<file path="src/rtl/alu_driver_if.sv">
// Command and response handshake bundle between a requester and alu_driver.
`timescale 1ns/1ps
interface alu_driver_if;
  logic       cmd_valid;
  logic       cmd_ready;
  logic [3:0] cmd_op;
  logic [3:0] cmd_a;
  logic [3:0] cmd_b;
  logic       cmd_use_acc;
  logic       rsp_valid;
  logic       rsp_ready;
  logic [4:0] rsp_result;
  logic       rsp_zero;
  logic       rsp_carry;

  modport master (
    output cmd_valid, cmd_op, cmd_a, cmd_b, cmd_use_acc, rsp_ready,
    input  cmd_ready, rsp_valid, rsp_result, rsp_zero, rsp_carry
  );

  modport slave (
    input  cmd_valid, cmd_op, cmd_a, cmd_b, cmd_use_acc, rsp_ready,
    output cmd_ready, rsp_valid, rsp_result, rsp_zero, rsp_carry
  );
endinterface

</file>
<file path="src/rtl/alu_driver.sv">
// Sequential command front-end for a 4-bit combinational ALU: command FIFO,
// registered operand issue, result capture with accumulator chaining.
`timescale 1ns/1ps
module alu_driver #(
  parameter int unsigned CMD_DEPTH = 4
) (
  input  logic         clk,
  input  logic         rst_n,
  alu_driver_if.slave  bus,
  input  logic         acc_clr,
  output logic [3:0]   alu_s,
  output logic [3:0]   alu_a,
  output logic [3:0]   alu_b,
  input  logic [4:0]   alu_result,
  output logic [4:0]   acc,
  output logic [7:0]   op_count,
  output logic         busy
);

  localparam int unsigned AW = (CMD_DEPTH > 1) ? $clog2(CMD_DEPTH) : 1;
  localparam logic [AW:0] FULL = CMD_DEPTH[AW:0];

  typedef struct packed {
    logic [3:0] op;
    logic [3:0] a;
    logic [3:0] b;
    logic       use_acc;
  } cmd_t;

  typedef enum logic [1:0] {IDLE, EXEC, RESP} state_t;

  state_t        state, state_next;
  cmd_t          mem [CMD_DEPTH];
  cmd_t          head;
  logic [AW-1:0] wr_ptr, rd_ptr;
  logic [AW:0]   count;
  logic [4:0]    rsp_result;
  logic          push, load, capture, rsp_done;
  logic          fifo_empty;

  assign fifo_empty    = (count == '0);
  assign head          = mem[rd_ptr];
  assign bus.cmd_ready = (count != FULL);
  assign push          = bus.cmd_valid && bus.cmd_ready;

  assign bus.rsp_valid  = (state == RESP);
  assign bus.rsp_result = rsp_result;
  assign bus.rsp_zero   = (rsp_result == '0);
  assign bus.rsp_carry  = rsp_result[4];
  assign busy           = (state != IDLE) || !fifo_empty;

  // Command FIFO; the pop coincides with the EXEC capture edge.
  always_ff @(posedge clk) begin
    if (push) mem[wr_ptr] <= '{op: bus.cmd_op, a: bus.cmd_a, b: bus.cmd_b,
                               use_acc: bus.cmd_use_acc};
  end

  always_ff @(posedge clk or negedge rst_n) begin
    if (!rst_n) begin
      wr_ptr <= '0;
      rd_ptr <= '0;
      count  <= '0;
    end else begin
      if (push)    wr_ptr <= wr_ptr + 1'b1;
      if (capture) rd_ptr <= rd_ptr + 1'b1;
      case ({push, capture})
        2'b10:   count <= count + 1'b1;
        2'b01:   count <= count - 1'b1;
        default: count <= count;
      endcase
    end
  end

  always_ff @(posedge clk or negedge rst_n) begin
    if (!rst_n) state <= IDLE;
    else        state <= state_next;
  end

  always_comb begin
    state_next = state;
    load       = 1'b0;
    capture    = 1'b0;
    rsp_done   = 1'b0;
    case (state)
      IDLE: begin
        if (!fifo_empty) begin
          load       = 1'b1;
          state_next = EXEC;
        end
      end
      EXEC: begin
        capture    = 1'b1;
        state_next = RESP;
      end
      RESP: begin
        if (bus.rsp_ready) begin
          rsp_done = 1'b1;
          // count already excludes the command popped at capture
          if (!fifo_empty) begin
            load       = 1'b1;
            state_next = EXEC;
          end else begin
            state_next = IDLE;
          end
        end
      end
      default: state_next = IDLE;
    endcase
  end

  always_ff @(posedge clk or negedge rst_n) begin
    if (!rst_n) begin
      alu_s      <= '0;
      alu_a      <= '0;
      alu_b      <= '0;
      rsp_result <= '0;
      acc        <= '0;
      op_count   <= '0;
    end else begin
      if (load) begin
        alu_s <= head.op;
        alu_a <= head.use_acc ? acc[3:0] : head.a;
        alu_b <= head.b;
      end
      if (capture) begin
        rsp_result <= alu_result;
        acc        <= alu_result;
      end else if (acc_clr) begin
        acc <= '0;
      end
      if (rsp_done) op_count <= op_count + 1'b1;
    end
  end

endmodule

</file>
<file path="src/flat_wrapper.sv">
// flat-port wrapper written by rule: the top's interface ports become plain ports
module alu_driver_flat 
#(
  parameter int unsigned CMD_DEPTH = 4
)
  (clk, rst_n, acc_clr, alu_s, alu_a, alu_b, alu_result, acc, op_count, busy, bus_cmd_valid, bus_cmd_op, bus_cmd_a, bus_cmd_b, bus_cmd_use_acc, bus_rsp_ready, bus_cmd_ready, bus_rsp_valid, bus_rsp_result, bus_rsp_zero, bus_rsp_carry);
  alu_driver_if bus_i ();
  input  logic clk;
  input  logic rst_n;
  input  logic acc_clr;
  output logic [3:0] alu_s;
  output logic [3:0] alu_a;
  output logic [3:0] alu_b;
  input  logic [4:0] alu_result;
  output logic [4:0] acc;
  output logic [7:0] op_count;
  output logic busy;
  input wire logic [$bits(bus_i.cmd_valid)-1:0] bus_cmd_valid;
  input wire logic [$bits(bus_i.cmd_op)-1:0] bus_cmd_op;
  input wire logic [$bits(bus_i.cmd_a)-1:0] bus_cmd_a;
  input wire logic [$bits(bus_i.cmd_b)-1:0] bus_cmd_b;
  input wire logic [$bits(bus_i.cmd_use_acc)-1:0] bus_cmd_use_acc;
  input wire logic [$bits(bus_i.rsp_ready)-1:0] bus_rsp_ready;
  output wire logic [$bits(bus_i.cmd_ready)-1:0] bus_cmd_ready;
  output wire logic [$bits(bus_i.rsp_valid)-1:0] bus_rsp_valid;
  output wire logic [$bits(bus_i.rsp_result)-1:0] bus_rsp_result;
  output wire logic [$bits(bus_i.rsp_zero)-1:0] bus_rsp_zero;
  output wire logic [$bits(bus_i.rsp_carry)-1:0] bus_rsp_carry;
  assign bus_i.cmd_valid = bus_cmd_valid;
  assign bus_i.cmd_op = bus_cmd_op;
  assign bus_i.cmd_a = bus_cmd_a;
  assign bus_i.cmd_b = bus_cmd_b;
  assign bus_i.cmd_use_acc = bus_cmd_use_acc;
  assign bus_i.rsp_ready = bus_rsp_ready;
  assign bus_cmd_ready = bus_i.cmd_ready;
  assign bus_rsp_valid = bus_i.rsp_valid;
  assign bus_rsp_result = bus_i.rsp_result;
  assign bus_rsp_zero = bus_i.rsp_zero;
  assign bus_rsp_carry = bus_i.rsp_carry;
  alu_driver #(.CMD_DEPTH(CMD_DEPTH)) u_core (.clk(clk), .rst_n(rst_n), .bus(bus_i), .acc_clr(acc_clr), .alu_s(alu_s), .alu_a(alu_a), .alu_b(alu_b), .alu_result(alu_result), .acc(acc), .op_count(op_count), .busy(busy));
endmodule
</file>
<file path="config.mk">
export PLATFORM = sky130hd
export DESIGN_NAME = alu_driver_flat
export DESIGN_NICKNAME = d
export VERILOG_FILES = /design/src/rtl/alu_driver_if.sv /design/src/rtl/alu_driver.sv /design/src/flat_wrapper.sv
export SDC_FILE = /design/constraint.sdc
export NUM_CORES = 1
export LEC_CHECK = 0
export ABC_CLOCK_PERIOD_IN_PS = 2550
export CORE_MARGIN = 2
export CORE_UTILIZATION = 53
export CTS_CLUSTER_DIAMETER = 150
export CTS_CLUSTER_SIZE = 25
export DETAILED_ROUTE_END_ITERATION = 6
export PLACE_DENSITY = 0.84
export SYNTH_ARGS = -nofsm -noshare
export SYNTH_HDL_FRONTEND = slang
export SYNTH_SLANG_ARGS = --single-unit
</file>
<file path="constraint.sdc">
create_clock -name clk -period 2.55 [get_ports clk]
set_input_delay 0.51 -clock clk [delete_from_list [all_inputs] [get_ports clk]]
set_output_delay 0.51 -clock clk [all_outputs]
set_load 0.05 [all_outputs]
</file>
=== After elaboration in Yosys (flattened, before gate mapping) ===
Memories as Yosys holds them, arrays and structs flattened.
Index checks and enable logic that the tools add are counted.

* $add $sub $neg: 5
* Multiply operators: 0
* Div/mod/pow operators: 0
* $lt $le $gt $ge: 0
* Equality and inequality tests: 7
* Shift-type cells: 0
* Muxes and demuxes: 16
* Bitwise logic cells: 0
* Reduce and logical (&&, ||, !) cells: 10

{| class="wikitable"
|+ Operators with widths
! cell !! number
|-
| 2-to-1 mux 5 bit || 2
|-
| adder 8 x 1 -> 8 bit (second input constant) || 1
|-
| 2-to-1 mux 1 bit || 8
|-
| case mux 2 bit (3 select lines) || 1
|-
| case mux 3 bit (2 select lines) || 1
|-
| nonzero test 2 bit || 3
|-
| zero test 5 bit || 1
|-
| adder 2 x 1 -> 2 bit (second input constant) || 2
|-
| == test 2 x 1 -> 1 bit (second input constant) || 2
|-
| == test 2 bit (second input constant) || 2
|-
| 2-to-1 mux 2 bit || 2
|-
| 2-to-1 mux 4 bit || 1
|-
| inequality test 2 bit (second input constant) || 2
|-
| adder 3 x 1 -> 3 bit (second input constant) || 1
|-
| zero test 3 bit || 1
|-
| inequality test 3 bit (second input constant) || 1
|-
| subtractor 3 x 1 -> 3 bit (second input constant) || 1
|-
| zero test 2 bit || 1
|-
| case mux 1 bit (2 select lines) || 1
|-
| AND reduction 2 bit || 1
|-
| logical AND 1 bit || 1
|-
| zero test 1 bit || 1
|-
| logical OR 1 bit || 1
|}

* Register bits after elaboration: 39
* Latch bits: 0
* RAM bits: 52
* ROM bits: 0
* Input bits: 23
* Memories kept: 1

{| class="wikitable"
|+ Memory list
! name !! depth !! bits a word !! rd ports !! clocked after Yosys merged registers in !! wr ports !! RTL line !! RTL
|-
| u_core.mem || 4 || 13 || 1 || 0 || 1 || alu_driver.sv:33 || <nowiki>cmd_t mem [CMD_DEPTH];</nowiki>
|}

=== Longest topological paths before layout ===
Gate-level depths: netlist of run 1.

* Word-level depth: 4
* Gate-level depth with buffers: 9

=== Worst setup path after synthesis of run 1 ===
No wires, ideal clock.

* Path kind: register to register
* Start point: reg u_core.count[0]
* End point: reg u_core.count[2]
* Library setup time: 0.079 ns
* Arrival time: 2.338 ns
* Required time: 2.471 ns
* Slack: 0.133 ns
* Cell stages (with the launch flop): 10
* Path through: dfrtp_1 -> or3b_1 -> and2_1 -> inv_1 -> ha_1 -> inv_1 -> fa_1 -> xor2_1 -> nor2_1 -> xor2_1

* Cells in the longest elaborated chain, start to end: 4

{| class="wikitable"
|+ RTL lines
! item !! RTL line !! RTL
|-
| start, declared || alu_driver.sv:36 || <nowiki>logic [AW:0] count;</nowiki>
|-
| start signal, assigned || alu_driver.sv:67 || <nowiki>2'b10: count <= count + 1'b1;</nowiki>
|-
| start signal, assigned || alu_driver.sv:68 || <nowiki>2'b01: count <= count - 1'b1;</nowiki>
|-
| start signal, assigned || alu_driver.sv:69 || <nowiki>default: count <= count;</nowiki>
|-
| inequality test 3 bit * || alu_driver.sv:43 || <nowiki>assign bus.cmd_ready = (count != FULL);</nowiki>
|-
| via bus_cmd_ready || flat_wrapper.sv:24 || <nowiki>output wire logic [$bits(bus_i.cmd_ready)-1:0] bus_cmd_ready;</nowiki>
|-
| logical AND 1 bit * || alu_driver.sv:44 || <nowiki>assign push = bus.cmd_valid && bus.cmd_ready;</nowiki>
|-
| == test 2 x 1 -> 1 bit / == test 2 bit (equally long branches) || alu_driver.sv:66 || <nowiki>case ({push, capture})</nowiki>
|-
| case mux 3 bit (2 select lines) / nonzero test 2 bit (equally long branches) || n/a ||
|}

Mark *: on every way through the listed nets, which the timed path passes. The rest lies on a longest branch.
A chain may end at the register's enable or synchronous reset.

=== Worst setup path after layout of run 1 ===
* Start point: reg u_core.count[0]
* End point: out busy

* Cells in the longest elaborated chain, start to end: 3

{| class="wikitable"
|+ RTL lines
! item !! RTL line !! RTL
|-
| zero test 3 bit || alu_driver.sv:41 || <nowiki>assign fifo_empty = (count == '0);</nowiki>
|-
| zero test 1 bit || alu_driver.sv:50 || <nowiki>assign busy = (state != IDLE) || !fifo_empty;</nowiki>
|-
| logical OR 1 bit || alu_driver.sv:50 ||
|-
| end, declared || flat_wrapper.sv:17 || <nowiki>output logic busy;</nowiki>
|}

Every way passes these cells.

==> out/metrics.yaml, run 1 <==
outcome: "finished clean"
max-vdd-ir-drop_v: 0.000546
met3_usage: 0.0362
grt_pass1_vias: 2007
clock_latency_ps: 360
num_vias: 1913
core_um2: 6680
grt.met2_usage: 0.301
hp-class: "in -> async"
grt_start_max_net_pins: 40
synthCells: 197
grt_use_met1: 0.229
cts_root_buf: "clkbuf_8"
firstDrtPassIters: 4
ys_types: 33
worst_slew_pin_slew_ps: 872
postCtsHoldBufs: 0
drt_iter0_drc: 96
cp_max_fo: 4
clk_pin_slew_ps: 90
antennaDiodeCount: 0
cp_data_arrival_time_ps: 1950
pin_count: 58
critPathLaunchType: "flop"
die_y_um: 86.6
rrSetupSlack_ps: 200
syn_avg_cell_area_um2: 18.3
fin_crit_ps: 2460
drt_wl_total_um: 6190
cts_tree: "built"
ys.flop_type: "edfxtp_1"
power_density_nw_per_um2: 1360
whs_ps: 259
area_growth_pct: 25.6
cap_violations: 0
synthesis.area_um2: 3610
die-width_um: 86.6
leakagePower_nw: 1.79
detailed_place_hpwl_um: 4170
setup_viol: 0
grt_pass1_wl_um: 10000
synth_fp_nets: 227
place_congestion: 0.765
grt_use_total: 0.184
endpoint_kind: "primary output"
fillCellCount: 462
nets: 297
design_area_um2: 4540
slew_viol_final: 0
cts_max_path_buffers: 2
relSlewSlack: 0.419
rsz0062_at_grt: "no"
routedWlPerCell_um: 17.6
ys_seq_elements: 91
final_hold_viol_count: 0
die_area_um2: 7490
drive_gt1_frac: 0.206
initial_core_util: 0.541
rows: 30
max_freq_mhz: 406
fin_crit_sh: 0.965
critical_path_required_ps: 2040
cts-buffers-inserted: 9
r2r-end: "u_core.count[2]"
clock_skew_ps: 9.84
vias_per_cell: 5.43
synth_async_sr_flop_share: 0.429
path_class: "reg -> out"
antenna_found_initial: 0
r2r-start: "u_core.count[0]"
htreeDepth: 3
ant_nets: 0
ys_seq_area_frac: 0.702
post_dp_cell_area_um2: 4310
synth_edf_count: 52
portBuffers: 57
rr_worst_depth: 9
drc_errors: 0
numClockSinks: 91
yosysWarnings: 0
top_usage_layer: "met2"
grt_overflow_total: 0
tns_ps: 0
==> flip-flops by register name (all words and copies together) (netlist names) <==
signal                 cells
u_core.mem                52
u_core.op_count            8
u_core.acc                 5
u_core.bus.rsp_result      5
u_core.alu_a               4
u_core.alu_b               4
u_core.alu_s               4
u_core.count               3
u_core.rd_ptr              2
u_core.state               2
u_core.wr_ptr              2
==> routing by layer <==
layer / up-vias / wire, um / part of all wire
met1: 967 / 2680 / 0.43
met3: 12 / 254 / 0.041
met4: 0 / 169 / 0.027
li1: 882 / - / -
met5: - / 0 / 0
met2: 52 / 3090 / 0.50
==> area by class of cell <==
cell class | count | area [um2] | area share
repair buffers | 66 | 633 | 0.139
flip-flops and latches | 91 | 2540 | 0.559
clock buffers | 12 | 178 | 0.0391
well taps | 80 | 100 | 0.0221
multi-input cells | 92 | 1010 | 0.223
clock inverters | 4 | 53.8 | 0.0119
inverters | 7 | 26.3 | 0.00579
==> stage by stage <==
step	std cells	setup WS (ps)	total power, mW	utilization
floorplan	197	133	4.28	-
global placement	336	295	5.07	0.644
detailed placement	336	155	5.15	0.644
CTS	352	18.2	6.22	0.679
global route	352	4.44	6.48	0.679
finish	352	88.4	6.16	0.679
==> repair_timing <==
item / in CTS / in global routing
setup buffers: 0 / 0
setup endpoints to repair: 0 / 1
resized for setup: 0 / 1
==> power breakdown <==
group	switching, mW	internal [mW]
combinational	1.57	1.19
clock	0.501	0.577
sequential	0.275	2.04
total	2.35	3.81
==> worst max path at each step <==
stage | from | endpoint | slack [ps] | cells after the start
4_1_cts | u_core.count[0] | bus_cmd_ready | 20 | 2
5_1_grt | u_core.count[0] | busy | 4 | 3
3_5_place_dp | bus_cmd_valid | u_core.count[2] | 150 | 9
2_1_floorplan | u_core.count[0] | u_core.count[2] | 130 | 9
3_3_place_gp | bus_cmd_valid | u_core.count[2] | 290 | 9
6_report | u_core.count[0] | busy | 90 | 3
==> cell families after synthesis <==
kind of cell / Yosys count / synth area share
fa+ha+maj: 7 / 0.0263
mux: 37 / 0.163
simple gates: 28 / 0.0416
compound gates: 7 / 0.0163
buf+inv: 14 / 0.0194
xor+xnor: 13 / 0.0315
flops: 91 / 0.702
==> synthesized netlist by cell type, types with 2 or more instances <==
cell type | number | area, um2
nand2_1 | 7 | 26.3
inv_1 | 7 | 26.3
xnor2_1 | 5 | 43.8
nor2_1 | 5 | 18.8
mux2_1 | 4 | 45.0
mux2_2 | 15 | 169
mux4_1 | 3 | 78.8
mux2_4 | 4 | 60.1
nor2b_1 | 2 | 12.5
nor3_1 | 3 | 15.0
buf_4 | 2 | 15.0
edfxtp_1 | 52 | 1560
mux4_2 | 10 | 225
and3_1 | 4 | 25.0
dfrtp_1 | 39 | 976
a22o_1 | 5 | 43.8
buf_2 | 2 | 10.0
xor2_1 | 8 | 70.1
ha_1 | 6 | 75.1
==> critical path: stages (launching register included) <==
cell and delay [ps]:
dfrtp_1 420, nor3_1 340, nand2_1 110, clkdlybuf4s50_1 720
==> cell usage in the layout (no fill, tap or decap), types with 2 or more instances in the layout <==
cell type	netlist	layout
nor2b_1	2	2
xnor2_1	5	5
dfrtp_1	39	39
nor2_1	5	5
and3_1	4	4
nand2_1	7	7
mux2_1	4	4
edfxtp_1	52	52
mux4_2	10	10
mux4_1	3	3
mux2_2	15	15
ha_1	6	6
clkdlybuf4s50_1	0	54
xor2_1	8	8
inv_1	7	7
a22o_1	5	5
nor3_1	3	3
mux2_4	4	4
buf_4	2	10
clkbuf_16	0	2
clkinv_4	0	2
clkbuf_8	0	9
(Power assumes the default switching activity.)
==> inputs of run 2 (changes only) <==
Settings changed: ABC_CLOCK_PERIOD_IN_PS 2550 to 2100, CORE_UTILIZATION 53 to 48, PLACE_DENSITY 0.84 to 0.81, RECOVER_POWER set to 100.
Clock period 2.55 ns to 2.1 ns, I/O delays scaled along.
==> out/metrics.yaml, run 2 (synthesis results as in run 1) <==
outcome: "complete, but fails checks"
violations: "capacitance limit, slew limit"
drt_iter0_drc: 46  # -52%
regMostFlops: "u_core.mem"
max-vdd-ir-drop_v: 0.000818  # +50%
cp_data_arrival_time_ps: 1590  # -360 ps
ant_nets: 0  # unchanged
numClockSinks: 91  # unchanged
core_um2: 7250  # +8.6%
initial_core_util: 0.498  # -0.0426
power_mw: 7.30  # +19%
antennaDiodeCount: 0  # unchanged
fin_crit_sh: 0.959
grt_pass1_vias: 2052  # +2.2%
power_density_nw_per_um2: 1600  # +18%
firstDrtPassIters: 4  # unchanged
hp-class: "in -> async"
cpPeakStageDelay_ps: 880  # +160 ps
cp_max_fo: 2  # -2
cts_tree: "built"
r2r-start: "u_core.count[1]"
crit_chain: "dlygate4sd3_1"
cp_top_family: "buffers and inverters"
cpMaxStageDelayCell: "dlygate4sd3_1"
cts-buffers-inserted: 9  # unchanged
grt_pass1_wl_um: 10300  # +2.6%
portBuffers: 57  # unchanged
setup_viol: 0  # unchanged
worst_slew_pin_slew_ps: 1590  # +723 ps
met2_length_um: 3180  # +2.7%
die_y_um: 90.8  # +4.8%
wl_met1_um: 2680  # +0.34%
pin_count: 58  # unchanged
detailed_place_hpwl_um: 4330  # +3.8%
tns_ps: 0  # unchanged
largest_reg_flops: 52  # unchanged
r2r-end: "u_core.count[2]"
grt_use_total: 0.164  # -0.0204
rrSetupSlack_ps: 130  # -70 ps
grt_overflow_total: 0  # unchanged
slew_viol_final: 29  # +29
place_congestion: 0.735  # -3.9%
drc_errors: 0  # unchanged
cts_max_path_buffers: 2  # unchanged
nets: 304  # +2.4%
rows: 31  # +3.3%
critPathLaunchType: "flop"
utilization: 0.630  # -0.0496
postCtsHoldBufs: 0  # unchanged
endpoint_kind: "primary output"
dp.cells: 360  # +7.1%
htreeDepth: 3  # unchanged
fillCellCount: 527  # +14%
die_area_um2: 8240  # +9.9%
whs_ps: 465  # +206 ps
clock_latency_ps: 340  # -20 ps
num_vias: 1927  # +0.73%
antenna_found_initial: 0  # unchanged
met3_length_um: 266  # +4.7%
fin_crit_ps: 2010
rsz0062_at_grt: "no"
reg.largest.list: "u_core.mem (52), u_core.op_count (8)"
layout_commonest_cell: "edfxtp_1"
final_cell_mix: "edfxtp_1 (52), dfrtp_1 (39), dlygate4sd3_1 (30)"
drt_wl_total_um: 6240  # +0.69%
instances_no_fill: 378  # +7.4%
critical_path_required_ps: 1680  # -360 ps
path_class: "reg -> out"
rr_worst_depth: 9  # unchanged
crit_buf_inv: 1  # unchanged
die-width_um: 90.8  # +4.8%
routedWlPerCell_um: 16.5  # -6.2%
grt_start_max_net_pins: 29  # -28%
drive_gt1_frac: 0.229  # +0.0235
leakagePower_nw: 1.81  # +1.0%
area_growth_pct: 26.4
clock_skew_ps: 10.3  # +0.426 ps
max_freq_mhz: 497
final_hold_viol_count: 0  # unchanged
vias_per_cell: 5.10  # -6.2%
highest_layer: "met4"
relSlewSlack: -0.0631  # -0.482
cts_root_buf: "clkbuf_8"
clk_pin_slew_ps: 90  # about the same
cap_violations: 1  # +1
[run 2: changes by cell type in the layout (fill, tap and decap cells not counted), moves of 2 or more]
cell / before / now
clkdlybuf4s50_1: 54 / 22
dlygate4sd3_1: 0 / 30
clkbuf_2: 0 / 8
mux2_1: 4 / 8
mux2_4: 4 / 0
clkbuf_1: 1 / 4
inv_1: 7 / 5
inv_2: 0 / 2
[run 2: layer usage]
| layer | up-vias | global-route usage |
|---|---|---|
| met2 | 50 | 0.287 |
| met3 | 9 | 0.0359 |
| met5 | - | 0 |
| met4 | 0 | 0.0654 |
| li1 | 896 | - |
| met1 | 972 | 0.197 |
[run 2: worst max-delay path by stage]
| stage | endpoint | depth (start not counted) | startpoint | slack (ps) |
|---|---|---|---|---|
| 2_1_floorplan | u_core.count[2] | 9 | u_core.count[0] | -70 |
| 3_3_place_gp | u_core.count[2] | 9 | bus_cmd_valid | 40 |
| 3_5_place_dp | u_core.count[2] | 9 | u_core.count[1] | -20 |
| 4_1_cts | u_core.count[2] | 9 | u_core.count[0] | 20 |
| 5_1_grt | u_core.count[2] | 9 | u_core.count[1] | 20 |
| 6_report | alu_a[2] | 1 | u_core.alu_a[2] | 90 |
[run 2: through the flow]
step           cell area [um2]  setup WS, ps
6_report                  4570          86.1
5_1_grt                   4570          22.7
4_1_cts                   4610          23.8
3_5_place_dp              4390         -18.5
3_3_place_gp              4390          44.4
2_1_floorplan             3620         -68.2
[run 2: cell type report]
cell class	instances	area, um2	share of cell area
Clock inverter	4	47.5	0.0104
Timing Repair Buffer	73	663	0.145
Clock buffer	12	156	0.0342
Tap cell	99	124	0.0271
Sequential cell	91	2540	0.555
Inverter	7	26.3	0.00575
Multi-Input combinational cell	92	1010	0.222
[run 2: worst reg2reg max path, stage by stage (launching register included)]
cell and delay, ps:
dfrtp_1 380, or3b_4 400, and2_4 150, inv_2 60, ha_4 130, inv_2 30, fa_2 320, xor2_1 140
nor2_1 120, xor2_1 150
[run 2: power by group]
group	switching [mW]	internal (mW)	total [mW]
Sequential	0.334	2.48	2.81
Clock	0.567	0.620	1.19
Combinational	1.93	1.37	3.30
[run 2: timing repair]
item / CTS / global route
endpoints found under the setup margin: 1 / 2
gates cloned: 0 / 0
gates resized for setup: 0 / 6
setup buffers: 2 / 0
pin swaps: 1 / 4
